`config.mk`:
```
export PLATFORM = sky130hd
export DESIGN_NAME = accum_sequencer_flat
export DESIGN_NICKNAME = d
export VERILOG_FILES = /design/src/rtl/accseq_pkg.sv /design/src/rtl/accseq_if.sv /design/src/rtl/accseq_ctl_decode.sv /design/src/rtl/accum_sequencer.sv /design/src/flat_wrapper.sv
export SDC_FILE = /design/constraint.sdc
export NUM_CORES = 1
export LEC_CHECK = 0
export CORE_MARGIN = 8
export CORE_UTILIZATION = 41
export DETAILED_ROUTE_END_ITERATION = 10
export MAX_ROUTING_LAYER = met4
export PLACE_DENSITY = 0.77
export SLEW_MARGIN = 20
export SYNTH_ARGS = -nofsm -noshare
export SYNTH_HDL_FRONTEND = slang
export SYNTH_SLANG_ARGS = --single-unit
```
`constraint.sdc`:
```
create_clock -name clk -period 1.3 [get_ports clk]
set_input_delay 0.26 -clock clk [delete_from_list [all_inputs] [get_ports clk]]
set_output_delay 0.26 -clock clk [all_outputs]
set_load 0.01 [all_outputs]
```
`src/rtl/accseq_pkg.sv`:
```
// Shared types for the accumulator microsequencer: opcodes, FSM states and
// the datapath control word.
package accseq_pkg;

  typedef enum logic [2:0] {
    OP_NOP = 3'd0,
    OP_LDA = 3'd1,
    OP_ADD = 3'd2,
    OP_SUB = 3'd3,
    OP_OUT = 3'd4,
    OP_CLR = 3'd5
  } opcode_t;

  typedef enum logic [2:0] {
    ST_IDLE,
    ST_DRIVE,
    ST_LATCH_A,
    ST_LATCH_B,
    ST_EXEC,
    ST_WB,
    ST_OUT
  } state_t;

  // n_la / n_lb are active-low strobes, so the quiet word is not all zeros
  typedef struct packed {
    logic load_bus;
    logic n_la;
    logic n_lb;
    logic ea;
    logic eu;
    logic sub;
  } ctl_word_t;

  localparam ctl_word_t CTL_IDLE = '{
    load_bus: 1'b0, n_la: 1'b1, n_lb: 1'b1, ea: 1'b0, eu: 1'b0, sub: 1'b0
  };

  function automatic logic op_is_legal(input logic [2:0] op);
    return op <= 3'd5;
  endfunction

endpackage

```
`src/rtl/accseq_if.sv`:
```
// Instruction and result handshake channels of the accumulator sequencer.
// master = instruction producer / result consumer, slave = sequencer.
interface accseq_if #(
  parameter int DATA_W = 8
);

  logic              instr_valid;
  logic              instr_ready;
  logic [2:0]        instr_op;
  logic [DATA_W-1:0] instr_data;
  logic              result_valid;
  logic              result_ready;

  modport master (
    output instr_valid, instr_op, instr_data, result_ready,
    input  instr_ready, result_valid
  );

  modport slave (
    input  instr_valid, instr_op, instr_data, result_ready,
    output instr_ready, result_valid
  );

endinterface

```
`src/rtl/accseq_ctl_decode.sv`:
```
// Pure combinational map from registered (state, op) to the datapath
// control word; no sequencer inputs reach the control lines directly.
module accseq_ctl_decode
  import accseq_pkg::*;
(
  input  state_t    state,
  input  opcode_t   op,
  output ctl_word_t ctl
);

  always_comb begin
    ctl = CTL_IDLE;
    case (state)
      ST_DRIVE: begin
        ctl.load_bus = 1'b1;
      end
      ST_LATCH_A: begin
        ctl.load_bus = 1'b1;
        ctl.n_la     = 1'b0;
      end
      ST_LATCH_B: begin
        ctl.load_bus = 1'b1;
        ctl.n_lb     = 1'b0;
      end
      ST_EXEC: begin
        ctl.eu  = 1'b1;
        ctl.sub = (op == OP_SUB);
      end
      // ALU result stays on the bus while A captures it
      ST_WB: begin
        ctl.eu   = 1'b1;
        ctl.sub  = (op == OP_SUB);
        ctl.n_la = 1'b0;
      end
      ST_OUT: begin
        ctl.ea = 1'b1;
      end
      default: ;
    endcase
  end

endmodule

```
`src/rtl/accum_sequencer.sv`:
```
// Microsequencer stepping the accumulator datapath through fixed T-states.
// Optional macro ACCSEQ_PERF_EN adds retired/stall performance counters.
module accum_sequencer
  import accseq_pkg::*;
#(
  parameter int DATA_W      = 8,
  parameter int OUT_TIMEOUT = 0
) (
  input  logic              clk,
  input  logic              rst_n,
  accseq_if.slave           bus,
  output logic [DATA_W-1:0] operand_o,
  output logic              ctl_load_bus,
  output logic              ctl_n_la,
  output logic              ctl_n_lb,
  output logic              ctl_ea,
  output logic              ctl_eu,
  output logic              ctl_sub,
  input  logic              alu_cf,
  input  logic              alu_zf,
  output logic              flag_c,
  output logic              flag_z,
  output logic              err
`ifdef ACCSEQ_PERF_EN
  ,
  output logic [15:0]       retired_cnt,
  output logic [15:0]       stall_cnt
`endif
);

  localparam int CNT_W = (OUT_TIMEOUT < 2) ? 1 : $clog2(OUT_TIMEOUT + 1);
  localparam logic [CNT_W-1:0] TO_LAST = CNT_W'((OUT_TIMEOUT > 0) ? OUT_TIMEOUT - 1 : 0);

  state_t            state;
  opcode_t           op_q;
  logic [DATA_W-1:0] data_q;
  logic [CNT_W-1:0]  to_cnt;
  ctl_word_t         ctl;
  opcode_t           op_in;

  assign op_in            = opcode_t'(bus.instr_op);
  assign bus.instr_ready  = rst_n && (state == ST_IDLE);
  assign bus.result_valid = (state == ST_OUT);
  assign operand_o        = data_q;

  accseq_ctl_decode u_decode (
    .state (state),
    .op    (op_q),
    .ctl   (ctl)
  );

  assign ctl_load_bus = ctl.load_bus;
  assign ctl_n_la     = ctl.n_la;
  assign ctl_n_lb     = ctl.n_lb;
  assign ctl_ea       = ctl.ea;
  assign ctl_eu       = ctl.eu;
  assign ctl_sub      = ctl.sub;

  always_ff @(posedge clk) begin
    if (!rst_n) begin
      state  <= ST_IDLE;
      op_q   <= OP_NOP;
      data_q <= '0;
      to_cnt <= '0;
      flag_c <= 1'b0;
      flag_z <= 1'b0;
      err    <= 1'b0;
    end else begin
      err <= 1'b0;
      case (state)
        ST_IDLE: begin
          if (bus.instr_valid) begin
            if (!op_is_legal(bus.instr_op)) begin
              err <= 1'b1;
            end else begin
              op_q   <= op_in;
              data_q <= (op_in == OP_CLR) ? '0 : bus.instr_data;
              to_cnt <= '0;
              case (op_in)
                OP_LDA, OP_CLR, OP_ADD, OP_SUB: state <= ST_DRIVE;
                OP_OUT:                         state <= ST_OUT;
                default:                        state <= ST_IDLE;
              endcase
            end
          end
        end
        ST_DRIVE: begin
          state <= (op_q == OP_ADD || op_q == OP_SUB) ? ST_LATCH_B : ST_LATCH_A;
        end
        ST_LATCH_A: state <= ST_IDLE;
        ST_LATCH_B: state <= ST_EXEC;
        ST_EXEC:    state <= ST_WB;
        ST_WB: begin
          flag_c <= alu_cf;
          flag_z <= alu_zf;
          state  <= ST_IDLE;
        end
        // With OUT_TIMEOUT = 0 the counter never advances and OUT waits forever
        ST_OUT: begin
          if (bus.result_ready) begin
            state <= ST_IDLE;
          end else if (OUT_TIMEOUT > 0) begin
            if (to_cnt == TO_LAST) begin
              err   <= 1'b1;
              state <= ST_IDLE;
            end else begin
              to_cnt <= to_cnt + 1'b1;
            end
          end
        end
        default: state <= ST_IDLE;
      endcase
    end
  end

`ifdef ACCSEQ_PERF_EN
  logic retire;

  // A timed-out OUT is abandoned, not retired
  assign retire = (state == ST_LATCH_A) || (state == ST_WB) ||
                  ((state == ST_OUT) && bus.result_ready);

  always_ff @(posedge clk) begin
    if (!rst_n) begin
      retired_cnt <= '0;
      stall_cnt   <= '0;
    end else begin
      if (retire) begin
        retired_cnt <= retired_cnt + 16'd1;
      end
      if ((state == ST_OUT) && !bus.result_ready && (stall_cnt != 16'hFFFF)) begin
        stall_cnt <= stall_cnt + 16'd1;
      end
    end
  end
`endif

endmodule

```
`src/flat_wrapper.sv`:
```
// flat-port wrapper written by rule: the top's interface ports become plain ports
module accum_sequencer_flat import accseq_pkg::*;
#(
  parameter int DATA_W      = 8,
  parameter int OUT_TIMEOUT = 0
)
  (clk, rst_n, operand_o, ctl_load_bus, ctl_n_la, ctl_n_lb, ctl_ea, ctl_eu, ctl_sub, alu_cf, alu_zf, flag_c, flag_z, err, bus_instr_valid, bus_instr_op, bus_instr_data, bus_result_ready, bus_instr_ready, bus_result_valid);
  accseq_if #(.DATA_W(DATA_W)) bus_i ();
  input  logic clk;
  input  logic rst_n;
  output logic [DATA_W-1:0] operand_o;
  output logic ctl_load_bus;
  output logic ctl_n_la;
  output logic ctl_n_lb;
  output logic ctl_ea;
  output logic ctl_eu;
  output logic ctl_sub;
  input  logic alu_cf;
  input  logic alu_zf;
  output logic flag_c;
  output logic flag_z;
  output logic err;
  input wire logic [$bits(bus_i.instr_valid)-1:0] bus_instr_valid;
  input wire logic [$bits(bus_i.instr_op)-1:0] bus_instr_op;
  input wire logic [$bits(bus_i.instr_data)-1:0] bus_instr_data;
  input wire logic [$bits(bus_i.result_ready)-1:0] bus_result_ready;
  output wire logic [$bits(bus_i.instr_ready)-1:0] bus_instr_ready;
  output wire logic [$bits(bus_i.result_valid)-1:0] bus_result_valid;
  assign bus_i.instr_valid = bus_instr_valid;
  assign bus_i.instr_op = bus_instr_op;
  assign bus_i.instr_data = bus_instr_data;
  assign bus_i.result_ready = bus_result_ready;
  assign bus_instr_ready = bus_i.instr_ready;
  assign bus_result_valid = bus_i.result_valid;
  accum_sequencer #(.DATA_W(DATA_W), .OUT_TIMEOUT(OUT_TIMEOUT)) u_core (.clk(clk), .rst_n(rst_n), .bus(bus_i), .operand_o(operand_o), .ctl_load_bus(ctl_load_bus), .ctl_n_la(ctl_n_la), .ctl_n_lb(ctl_n_lb), .ctl_ea(ctl_ea), .ctl_eu(ctl_eu), .ctl_sub(ctl_sub), .alu_cf(alu_cf), .alu_zf(alu_zf), .flag_c(flag_c), .flag_z(flag_z), .err(err));
endmodule
```
==> run metrics <==
depth of the worst register-to-register path 5; root buffer cell sky130_fd_sc_hd__clkbuf_4; cell count after synthesis ~100; horizontal die dimension 61.9 µm; top achievable clock speed approximately 690 MHz; startpoint-to-endpoint class of the critical path reg2out; endpoint of the worst setup timing path ctl_sub; Worst Path Arrival roughly 1200 ps; WP data required ~1000 ps; power density over the cells ~850 mW/mm²; remaining max-slew budget at the tightest pin 0.774; number of buffers created by CTS 3; filler instances ~160; total chip power ~1.2 mW; worst setup slack after layout -148 ps; maximum clock skew at final layout around 1.9 ps; floorplan core area ~0.002 mm²; CTS tree built; average detailed-routed wire length per instance approximately 14 µm; Die Area ~0.0038 mm²; net count of the mapped netlist 118; number of global-route vias before repair 932; DRC errors left 0; Via Count 927; Final Net Count 176; Worst-Skew Late Latency slightly below 300 ps; beginning of the worst register-to-register path u_core.state[2]$_SDFFE_PN0P_; synth top area cells sky130_fd_sc_hd__dfxtp_1, sky130_fd_sc_hd__a31o_1, sky130_fd_sc_hd__a21oi_1; reg2reg setup slack roughly 20 ps; height of the die between 60 and 70 µm; wire length of the first global-routing pass just over 4000 µm; synth unique cells 32; initial antenna violation count 0; total grt overflow 0; post-layout min period roughly 1400 ps; sequential-to-total area share from yosys stat 0.395; max-cap violation count 0; ports placed on the boundary 36; length of the first detailed-routing pass in iterations 4; Critical R2R Capture u_core.operand_o[6]$_SDFFE_PN0P_; cell area after synthesis 862 µm²; run status complete, but fails checks; count of synthesis-stage warnings from yosys 0; Leak between 0.6 and 0.7 nW; Final Hold Vio Count 0; post-route worst hold slack approximately 450 ps; VDD IR-drop max roughly 0.55 mV; type of element launching the critical path register; total routing resource utilization after global routing 0.145; clk sink count 17; count of standard-cell rows 16; worst slew pin tran around 330 ps; area share of the leading cell type in the synthesized netlist 0.395; starting density of the core 0.435; growth of design area from synthesis to finish 66.9%; hold buffer count at cts 0; final cycle utilization of the critical path 1.11; clock-pin transition on the worst setup and hold timing paths 90 ps; fraction of final layout cells sized beyond drive strength 1 0.335; async set-reset flop share out of synthesis 0; Fin Setup TNS -731 ps; count of flip-flops with a built-in enable after synthesis 0; largest net degree at the start of global routing 17; mean area per synthesized cell around 8.5 µm²; violations in the final reports setup timing; post-detailed-route count of antenna-violating nets 0; number of I/O port buffers 35; prevailing post-synth register cell sky130_fd_sc_hd__dfxtp_1; WL final 2510 µm; setup repair after global routing missed its margin true; Critical path origin u_core.state[1]$_SDFFE_PN0P_; count of inserted antenna diode cells 0; kind of path behind the tightest hold check reg2reg; post-synthesis cell type with the largest combined area sky130_fd_sc_hd__dfxtp_1; Crit. End Element output port; Register Area 352 µm²; Slew Viols, Final 0; H-tree depth 1; Final Wtd Congestion 0.844; HPWL Detailed roughly 1900 µm; post-placement setup slack -372 ps; combined area of the multi-input logic cells around 470 µm²; maximum count of clock buffers along a single path 2; violation count after the first detailed-route iteration 9; DR vias/cell 5.01; number of setup violations in the final report 8; Crit Path Max Fanout 8; count of state elements after synthesis 17
[critical path, cell delays in order (launching register included)]
cell	delay, ps
sky130_fd_sc_hd__dfxtp_4	390
sky130_fd_sc_hd__and2b_4	260
sky130_fd_sc_hd__and3_1	130
sky130_fd_sc_hd__buf_2	120
[area by class of cell]
class / instances / share of cell area
repair buffers: 62 / 0.377
multi-input cells: 72 / 0.329
flip-flops and latches: 17 / 0.244
well taps: 27 / 0.0235
clock buffers: 4 / 0.0183
inverters: 3 / 0.00783
[sequential cells by signal (all words and copies together), names as in the netlist]
signal,flops
u_core.op_q,3
u_core.flag_c,1
u_core.operand_o,8
u_core.flag_z,1
u_core.err,1
u_core.state,3
[cells in the final DEF, fill, tap and decap left out]
cell type and instances:
sky130_fd_sc_hd__a21oi_1 12, sky130_fd_sc_hd__a211oi_2 1, sky130_fd_sc_hd__and3b_2 1, sky130_fd_sc_hd__dfxtp_1 14
sky130_fd_sc_hd__a31o_1 8, sky130_fd_sc_hd__and2b_4 1, sky130_fd_sc_hd__a31oi_1 2, sky130_fd_sc_hd__o21a_1 1
sky130_fd_sc_hd__and3_1 1, sky130_fd_sc_hd__o21ai_1 4, sky130_fd_sc_hd__and2_4 2, sky130_fd_sc_hd__dlygate4sd2_1 11
sky130_fd_sc_hd__nor2_1 2, sky130_fd_sc_hd__buf_6 9, sky130_fd_sc_hd__nand2_1 16, sky130_fd_sc_hd__nand3b_1 2
sky130_fd_sc_hd__dfxtp_4 3, sky130_fd_sc_hd__inv_1 2, sky130_fd_sc_hd__nor2b_1 1, sky130_fd_sc_hd__clkdlybuf4s50_1 16
sky130_fd_sc_hd__nand2b_4 1, sky130_fd_sc_hd__nand2b_1 1, sky130_fd_sc_hd__nand3_1 3, sky130_fd_sc_hd__clkbuf_4 3
sky130_fd_sc_hd__nor3_4 1, sky130_fd_sc_hd__nor2_4 1, sky130_fd_sc_hd__nand4_1 3, sky130_fd_sc_hd__inv_2 1
sky130_fd_sc_hd__nor3b_1 1, sky130_fd_sc_hd__o21ai_0 1, sky130_fd_sc_hd__clkbuf_1 1, sky130_fd_sc_hd__a21boi_2 1
sky130_fd_sc_hd__buf_4 22, sky130_fd_sc_hd__o41ai_2 1, sky130_fd_sc_hd__a31oi_2 1, sky130_fd_sc_hd__and2b_1 2
sky130_fd_sc_hd__buf_2 4, sky130_fd_sc_hd__and4_1 1
[what timing repair did]
| action | CTS | global route |
|---|---|---|
| setup buffers | 4 | 1 |
| endpoints found under the setup margin | 19 | 18 |
| gates resized for setup | 61 | 2 |
| pin swaps | 3 | 0 |
[logic make-up after synthesis]
family	after synthesis	share of synthesized area
and+or+nand+nor	40	0.263
buffers and inverters	12	0.0784
DFF	17	0.395
AOI/OAI and AO/OA	32	0.264
[where the power goes]
group | switching, mW | internal (mW)
combinational | 0.154 | 0.208
clock | 0.164 | 0.120
sequential | 0.0257 | 0.551
[layer usage]
layer	wire, µm	share of wire	global-route usage	up-vias
li1	-	-	-	475
met1	957	0.38	0.139	413
met3	231	0.092	0.0453	5
met2	1280	0.51	0.261	34
met4	40	0.016	0.0584	0
met5	0	0	-	-
[metrics by stage]
step / cell area (µm²) / util / instances
final: 1440 / 0.726 / 185
after global routing: 1440 / 0.726 / 185
after CTS: 1420 / 0.718 / 184
after detailed placement: 1360 / 0.684 / 176
after global placement: 1360 / 0.684 / 176
after floorplan: 862 / - / 101
[cell usage after synthesis (all sizes together), types with 2 or more instances]
master  count
a21oi      12
a31o        8
a31oi       3
and2        2
and2b       3
buf         9
dfxtp      17
inv         3
nand2      16
nand2b      2
nand3       3
nand3b      2
nand4       3
nor2        3
o21ai       5
[worst min path at each step]
| stage | from | endpoint | depth (start not counted) |
|---|---|---|---|
| after CTS | u_core.flag_c$_SDFFE_PN0P_ | u_core.flag_c$_SDFFE_PN0P_ | 2 |
| after global routing | u_core.op_q[0]$_SDFFE_PN0P_ | u_core.op_q[0]$_SDFFE_PN0P_ | 2 |
| final | u_core.op_q[0]$_SDFFE_PN0P_ | u_core.op_q[0]$_SDFFE_PN0P_ | 2 |
| after floorplan | bus_instr_data[0] | u_core.operand_o[0]$_SDFFE_PN0P_ | 1 |
| after global placement | u_core.op_q[0]$_SDFFE_PN0P_ | u_core.op_q[0]$_SDFFE_PN0P_ | 2 |
| after detailed placement | u_core.op_q[0]$_SDFFE_PN0P_ | u_core.op_q[0]$_SDFFE_PN0P_ | 2 |
Note: power is estimated with default switching activity, not from simulation.
